**src/rtl/scope_capture_ctrl.sv**
```systemverilog
// scope_capture_ctrl
// Trigger and capture sequencer for the oscilloscope display path.
// It decimates the ADC stream and waits for a trigger crossing, or for an
// auto-mode timeout. It then writes one DEPTH-sample record into a
// double-buffered RAM. Banks swap only on a vblank rising edge, so the
// renderer never reads a half-written record.
//
// Ports:
//   clk50, reset_n          : 50 MHz clock, asynchronous active-low reset
//   run, single, mode_auto  : acquisition control (level / pulse / auto mode)
//   trig_rising, trig_level : trigger edge select and unsigned threshold
//   decim                   : keep 1 of 2^decim valid samples (clamped to 10)
//   sample_valid, sample    : ADC sample stream
//   vblank                  : vertical blank level
//   wr_en/wr_addr/wr_data   : registered RAM write port
//   wr_bank, rd_bank        : bank being written / bank being displayed
//   triggered               : last displayed record started on a real trigger
//   busy                    : state is not IDLE
//   frame_cnt               : completed bank swaps, wraps at 0xFFFF
module scope_capture_ctrl #(
    parameter int SAMPLE_W     = 12,
    parameter int DEPTH        = 800,
    parameter int ADDR_W       = 10,
    parameter int AUTO_TIMEOUT = 1000000
) (
    input  logic                clk50,
    input  logic                reset_n,
    input  logic                run,
    input  logic                single,
    input  logic                mode_auto,
    input  logic                trig_rising,
    input  logic [SAMPLE_W-1:0] trig_level,
    input  logic [3:0]          decim,
    input  logic                sample_valid,
    input  logic [SAMPLE_W-1:0] sample,
    input  logic                vblank,
    output logic                wr_en,
    output logic [ADDR_W-1:0]   wr_addr,
    output logic [SAMPLE_W-1:0] wr_data,
    output logic                wr_bank,
    output logic                rd_bank,
    output logic                triggered,
    output logic                busy,
    output logic [15:0]         frame_cnt
);

    localparam int TO_W = $clog2(AUTO_TIMEOUT) + 1;
    localparam logic [TO_W-1:0]   TO_LAST   = TO_W'(AUTO_TIMEOUT - 1);
    localparam logic [ADDR_W-1:0] LAST_ADDR = ADDR_W'(DEPTH - 1);

    typedef enum logic [1:0] {
        ST_IDLE    = 2'd0,
        ST_ARMED   = 2'd1,
        ST_CAPTURE = 2'd2,
        ST_DONE    = 2'd3
    } state_t;

    state_t              state_r, state_nxt_s;
    logic [9:0]          dcnt_r;
    logic [SAMPLE_W-1:0] prev_r;
    logic                prev_ok_r;
    logic [TO_W-1:0]     tcnt_r;
    logic [ADDR_W-1:0]   cnt_r;
    logic                one_shot_r;
    logic                trig_flag_r;
    logic                vblank_q_r;

    logic                wr_en_r, wr_bank_r, rd_bank_r, triggered_r, busy_r;
    logic [ADDR_W-1:0]   wr_addr_r;
    logic [SAMPLE_W-1:0] wr_data_r;
    logic [15:0]         frame_cnt_r;

    logic [3:0]          decim_c_s;
    logic [9:0]          dmask_s;
    logic                accept_s, trig_s, force_s, vb_rise_s, enter_armed_s;
    logic                wr_en_s, swap_s;
    logic [ADDR_W-1:0]   wr_addr_s;
    logic [SAMPLE_W-1:0] wr_data_s;

    assign decim_c_s     = (decim > 4'd10) ? 4'd10 : decim;
    assign dmask_s       = 10'((11'd1 << decim_c_s) - 11'd1);
    assign accept_s      = sample_valid && (dcnt_r == 10'd0);
    assign vb_rise_s     = vblank && !vblank_q_r;
    // Auto mode forces the first accepted sample once the timeout has elapsed.
    assign force_s       = mode_auto && (tcnt_r == TO_LAST) && accept_s;
    assign enter_armed_s = (state_nxt_s == ST_ARMED) && (state_r != ST_ARMED);

    // Trigger crossing on an accepted sample; needs a valid previous sample.
    always_comb begin
        trig_s = 1'b0;
        if (accept_s && prev_ok_r) begin
            if (trig_rising) begin
                trig_s = (prev_r < trig_level) && (sample >= trig_level);
            end else begin
                trig_s = (prev_r > trig_level) && (sample <= trig_level);
            end
        end else begin
            trig_s = 1'b0;
        end
    end

    // State register.
    always_ff @(posedge clk50 or negedge reset_n) begin
        if (!reset_n) begin
            state_r <= ST_IDLE;
        end else begin
            state_r <= state_nxt_s;
        end
    end

    // Next-state logic; leaving ARMED for IDLE has priority over a trigger.
    always_comb begin
        state_nxt_s = state_r;
        case (state_r)
            ST_IDLE: begin
                if (run || single) begin
                    state_nxt_s = ST_ARMED;
                end else begin
                    state_nxt_s = ST_IDLE;
                end
            end
            ST_ARMED: begin
                if (!run && !one_shot_r) begin
                    state_nxt_s = ST_IDLE;
                end else if (trig_s || force_s) begin
                    state_nxt_s = ST_CAPTURE;
                end else begin
                    state_nxt_s = ST_ARMED;
                end
            end
            ST_CAPTURE: begin
                if (accept_s && (cnt_r == LAST_ADDR)) begin
                    state_nxt_s = ST_DONE;
                end else begin
                    state_nxt_s = ST_CAPTURE;
                end
            end
            ST_DONE: begin
                if (vb_rise_s) begin
                    state_nxt_s = (run && !one_shot_r) ? ST_ARMED : ST_IDLE;
                end else begin
                    state_nxt_s = ST_DONE;
                end
            end
            default: state_nxt_s = ST_IDLE;
        endcase
    end

    // Output logic: next values for the write port and the bank-swap strobe.
    always_comb begin
        wr_en_s   = 1'b0;
        wr_addr_s = wr_addr_r;
        wr_data_s = wr_data_r;
        swap_s    = 1'b0;
        case (state_r)
            ST_ARMED: begin
                if (state_nxt_s == ST_CAPTURE) begin
                    wr_en_s   = 1'b1;
                    wr_addr_s = '0;
                    wr_data_s = sample;
                end else begin
                    wr_en_s   = 1'b0;
                end
            end
            ST_CAPTURE: begin
                if (accept_s) begin
                    wr_en_s   = 1'b1;
                    wr_addr_s = cnt_r;
                    wr_data_s = sample;
                end else begin
                    wr_en_s   = 1'b0;
                end
            end
            ST_DONE: swap_s = vb_rise_s;
            default: swap_s = 1'b0;
        endcase
    end

    // Decimator, trigger history, timeout and capture-address counters.
    always_ff @(posedge clk50 or negedge reset_n) begin
        if (!reset_n) begin
            dcnt_r      <= 10'd0;
            prev_r      <= '0;
            prev_ok_r   <= 1'b0;
            tcnt_r      <= '0;
            cnt_r       <= '0;
            one_shot_r  <= 1'b0;
            trig_flag_r <= 1'b0;
            vblank_q_r  <= 1'b0;
        end else begin
            vblank_q_r <= vblank;
            if (enter_armed_s) begin
                dcnt_r <= 10'd0;
            end else if (sample_valid) begin
                dcnt_r <= (dcnt_r >= dmask_s) ? 10'd0 : dcnt_r + 10'd1;
            end
            if (accept_s) begin
                prev_r <= sample;
            end
            if (enter_armed_s) begin
                prev_ok_r <= 1'b0;
            end else if (accept_s) begin
                prev_ok_r <= 1'b1;
            end
            // Saturates at the last count so the forced capture stays pending.
            if (enter_armed_s) begin
                tcnt_r <= '0;
            end else if ((state_r == ST_ARMED) && (tcnt_r != TO_LAST)) begin
                tcnt_r <= tcnt_r + TO_W'(1);
            end
            // cnt_r holds the address of the next write.
            if ((state_r == ST_ARMED) && (state_nxt_s == ST_CAPTURE)) begin
                cnt_r       <= ADDR_W'(1);
                trig_flag_r <= trig_s;
            end else if ((state_r == ST_CAPTURE) && accept_s) begin
                cnt_r <= cnt_r + ADDR_W'(1);
            end
            if ((state_r == ST_IDLE) && single) begin
                one_shot_r <= 1'b1;
            end else if (swap_s) begin
                one_shot_r <= 1'b0;
            end
        end
    end

    // Registered outputs: write port, banks, status and frame counter.
    always_ff @(posedge clk50 or negedge reset_n) begin
        if (!reset_n) begin
            wr_en_r     <= 1'b0;
            wr_addr_r   <= '0;
            wr_data_r   <= '0;
            wr_bank_r   <= 1'b0;
            rd_bank_r   <= 1'b1;
            triggered_r <= 1'b0;
            busy_r      <= 1'b0;
            frame_cnt_r <= 16'd0;
        end else begin
            wr_en_r   <= wr_en_s;
            wr_addr_r <= wr_addr_s;
            wr_data_r <= wr_data_s;
            busy_r    <= (state_nxt_s != ST_IDLE);
            if (swap_s) begin
                wr_bank_r   <= ~wr_bank_r;
                rd_bank_r   <= ~rd_bank_r;
                triggered_r <= trig_flag_r;
                frame_cnt_r <= frame_cnt_r + 16'd1;
            end
        end
    end

    assign wr_en     = wr_en_r;
    assign wr_addr   = wr_addr_r;
    assign wr_data   = wr_data_r;
    assign wr_bank   = wr_bank_r;
    assign rd_bank   = rd_bank_r;
    assign triggered = triggered_r;
    assign busy      = busy_r;
    assign frame_cnt = frame_cnt_r;

endmodule

```
**config.mk**
```make
export PLATFORM = sky130hd
export DESIGN_NAME = scope_capture_ctrl
export DESIGN_NICKNAME = d
export VERILOG_FILES = /design/src/rtl/scope_capture_ctrl.sv
export SDC_FILE = /design/constraint.sdc
export NUM_CORES = 1
export LEC_CHECK = 0
export BUFFER_PORTS_ARGS = -buffer_cell sky130_fd_sc_hd__buf_2
export CAP_MARGIN = 25
export CORE_MARGIN = 1
export CORE_UTILIZATION = 59
export DETAILED_ROUTE_END_ITERATION = 8
export MAX_ROUTING_LAYER = met4
export PLACE_DENSITY = 0.87
export SLEW_MARGIN = 20
export SYNTH_ARGS = -nofsm -noshare
export SYNTH_HDL_FRONTEND = slang
export SYNTH_SLANG_ARGS = --single-unit
```
**constraint.sdc**
```tcl
create_clock -name clk50 -period 3.1 [get_ports clk50]
set_input_delay 0.465 -clock clk50 [delete_from_list [all_inputs] [get_ports clk50]]
set_output_delay 0.465 -clock clk50 [all_outputs]
set_load 0.05 [all_outputs]
```
==> summary.txt <==
Place
  • Port Buf Inserts: 78
  • Routability cong.: 0.892
  • HPWL after DPL: 10,500 um

Synth
  • Synthesized flop and latch total: 102
  • Synth top area share: 40.9%
  • EDFF count, synth: 0
  • Share of the yosys chip area belonging to registers: 41.3%
  • Post-Syn Instances: 669
  • Post-Syn Area: between 6000 and 7000 sq um
  • Yosys warnings: 0
  • Async SR Flop Fraction: 100%
  • Avg Synthesized Cell Area: 9.25 sq um
  • Post-Syn Nets: 750
  • Unique masters post-synth: 57
  • Synth Flop Type: dfrtp_1
  • Area contributors post-synth: dfrtp_1, ha_1, nand2_1
  • Cell accounting for the most synthesized area: dfrtp_1

STA
  • Final Hold Slack: 91.5 ps
  • Maximum clock rate: 0.347 GHz
  • Relative slew slack: 55.2%
  • Fin Setup TNS: 0 ps
  • Fin crit period: 2880 ps
  • Clock skew: between 10 and 15 ps
  • Final setup viols: 0
  • Final slew viol count: 0
  • Fin. Hold Viols: 0
  • Fin crit share: around 93%
  • Worst Tran Pin Value: 671 ps
  • RSZ-0062 raised after global routing: false

Layout
  • Final #Nets: 824
  • Share of cells above drive strength 1: 16.4%
  • Most frequent cells in the layout: dfrtp_1, nand2_1, buf_2, nor2_1, nand3_1
  • # diodes: 0
  • Most common cell after layout, fill and taps aside: dfrtp_1
  • Area grow syn2layout: 12.1%

Power and ir drop
  • LEAKAGE: about 3.4 nW
  • Combinational Power Share: 33.9%
  • P_int: 2.40 mW
  • Sequential power share: approximately 45%
  • P_sw: 1.59 mW
  • Peak supply drop: 0.345 mV
  • Pwr dens: 576 nW/um^2
  • Clk pwr share: 21.5%
  • Sw frac: about two fifths

Global routing
  • Largest net degree at the start of global routing: 55
  • Initial antenna violation count: 0
  • All-Layer GR Usage: 29.7%
  • First-pass GRT wire length: 25,200 um
  • Vias in the first global route: 5,392
  • Congestion Overflow GR: 0

Floorplanning
  • Die Wd: roughly 100 um
  • Rows: 37
  • Boundary pin count: 79
  • Vert. Die Dim: 104 um
  • Initial Utilization: between 60% and 70%
  • Core Region: a little over 10,000 sq um
  • DIE AREA: roughly 11,000 sq um

Routing
  • Routed Antenna Nets: 0
  • Initial DRC Count: 535
  • Total vias in the final route: 5,333
  • Via-to-Cell Ratio: 6.03
  • Residual DRC: 0
  • Detailed-router iteration count before antenna repair: 7
  • Post-Route WL: 14,600 um
  • Wire length per cell: 16.5 um

Worst setup path
  • Worst path slowest cell: o2bb2ai_1
  • Crit. End Element: flip-flop
  • Critical Path Fanout Max: 15
  • CP startpoint kind: flip-flop
  • CP arrival: 3190 ps
  • Crit path buffers/inverters: 1
  • Top delay family on crit path: compound AO/OA/AOI/OAI gates
  • Worst Path Required: between 3000 and 4000 ps
  • CP Class: flip-flop to flip-flop
  • Cell mode on critical path: nor2_1
  • CP Cell Sequence: ha_1 > nand4_1 > nor2_1 > a21boi_0 > o31ai_1 > o2bb2ai_1 > o21a_1 > nor3_2 > buf_4 > nor2_1
  • Internal reg-to-reg setup slack: 220 ps
  • Crit path largest cell delay: 530 ps

Clocking
  • Clock Latency Late Sink: around 390 ps
  • Root buffer cell: clkbuf_8
  • Hold buffer count at CTS: 0
  • CTS sink count: 102
  • Clk slew on worst S/H paths: 110 ps
  • CTS tree: built
  • H-Tree Depth: 3
  • Max Root-Sink Buffers: 2
  • CTS resizes: 0
  • Setup Fix Bufs, Post-CTS: 0
  • CTS Buf Count: 9

Job
  • Maxcap violations: 0

Run status
  • Status: completed

Min path
  • Hold Path Class: input port to asynchronous set/reset pin
[sequential cells by signal, summed over array words and instances, names as in the netlist]
| register | cells |
|---|---|
| triggered | 1 |
| one_shot_r | 1 |
| prev_ok_r | 1 |
| trig_flag_r | 1 |
| wr_bank | 1 |
| dcnt_r | 10 |
| state_r | 2 |
| wr_en | 1 |
| wr_data | 12 |
| rd_bank | 1 |
| busy | 1 |
| prev_r | 12 |
| cnt_r | 10 |
| wr_addr | 10 |
| tcnt_r | 21 |
| vblank_q_r | 1 |
| frame_cnt | 16 |
[cell type report]
cell class	instances	area [sq um]
inverter	46	173
sequential	102	2550
fill	789	3300
clock inverter	6	61.3
timing repair buffer	89	500
multi-input combinational	495	3340
tap	136	170
clock buffer	10	138
[cells in the mapped netlist, drive strengths merged (2+ instances only)]
cell type	instances
ha	45
and2	11
nor2b	3
a221oi	12
o21ai	17
or4	3
o21a	6
nand2	87
mux2i	12
o211ai	4
buf	11
inv	46
nor3	16
nor4	5
nand4	18
a21oi	19
o31ai	14
and3	6
xnor2	37
clkbuf	15
xor2	18
o22ai	14
dfrtp	101
or3	4
nand2b	11
and4	5
nor2	48
a21o	5
a21boi	3
o2bb2ai	2
nand3b	2
nand3	49
a211o	8
[cell families after synthesis]
family | after synthesis | share of synthesized area [%]
buffers and inverters | 72 | 5.00
flip-flops | 102 | 41.3
AND/OR/NAND/NOR | 270 | 21.3
XOR/XNOR | 55 | 7.79
multiplexers | 12 | 1.94
adder cells (fa/ha/maj) | 45 | 9.10
AO/OA/AOI/OAI | 113 | 13.6
[power groups by stage]
stage          Clock, mW  Sequential, mW  Combinational [mW]
6_report           0.858            1.78                1.35
5_1_grt            0.933            1.81                1.51
4_1_cts            0.873            1.77                1.34
3_5_place_dp           0            1.79                1.33
3_3_place_gp           0            1.78                1.24
2_1_floorplan          0            1.83               0.868
[per-layer routing]
layer,wire length (um),GRT usage (%),vias to the layer above
li1,-,-,2506
met1,6230,37.3,2596
met2,7240,47.4,199
met3,850,5.26,32
met4,288,12.4,0
met5,0,-,-
[worst register-to-register path, stage by stage, from the launching register on]
cell and delay [ps]:
dfrtp_1 410, ha_1 320, nand4_1 130, nor2_1 180, a21boi_0 310, o31ai_1 120
o2bb2ai_1 530, o21a_1 380, nor3_2 90, buf_4 200, nor2_1 150
[per-stage QoR]
stage,setup slack [ps],instances,instance area (sq um),power [mW],util [%]
floorplan,479,669,6190,2.70,-
global placement,287,868,6730,3.02,65.8
detailed placement,6.15,868,6730,3.12,65.8
CTS,295,884,6930,3.98,67.8
global route,36.2,884,6930,4.25,67.8
finish,217,884,6930,3.99,67.8
[worst paths after layout]
check / start / endpoint / cells after the start
max in group asynchronous: reset_n / rd_bank / 2
hold reg to reg: frame_cnt[15] / frame_cnt[15] / 1
hold / removal: reset_n / wr_data[8] / 1
setup / recovery: prev_r[9] / tcnt_r[17] / 10
min in group clk50: vblank / vblank_q_r / 1
setup reg to reg: prev_r[9] / tcnt_r[17] / 10
(Power assumes the default switching activity.)
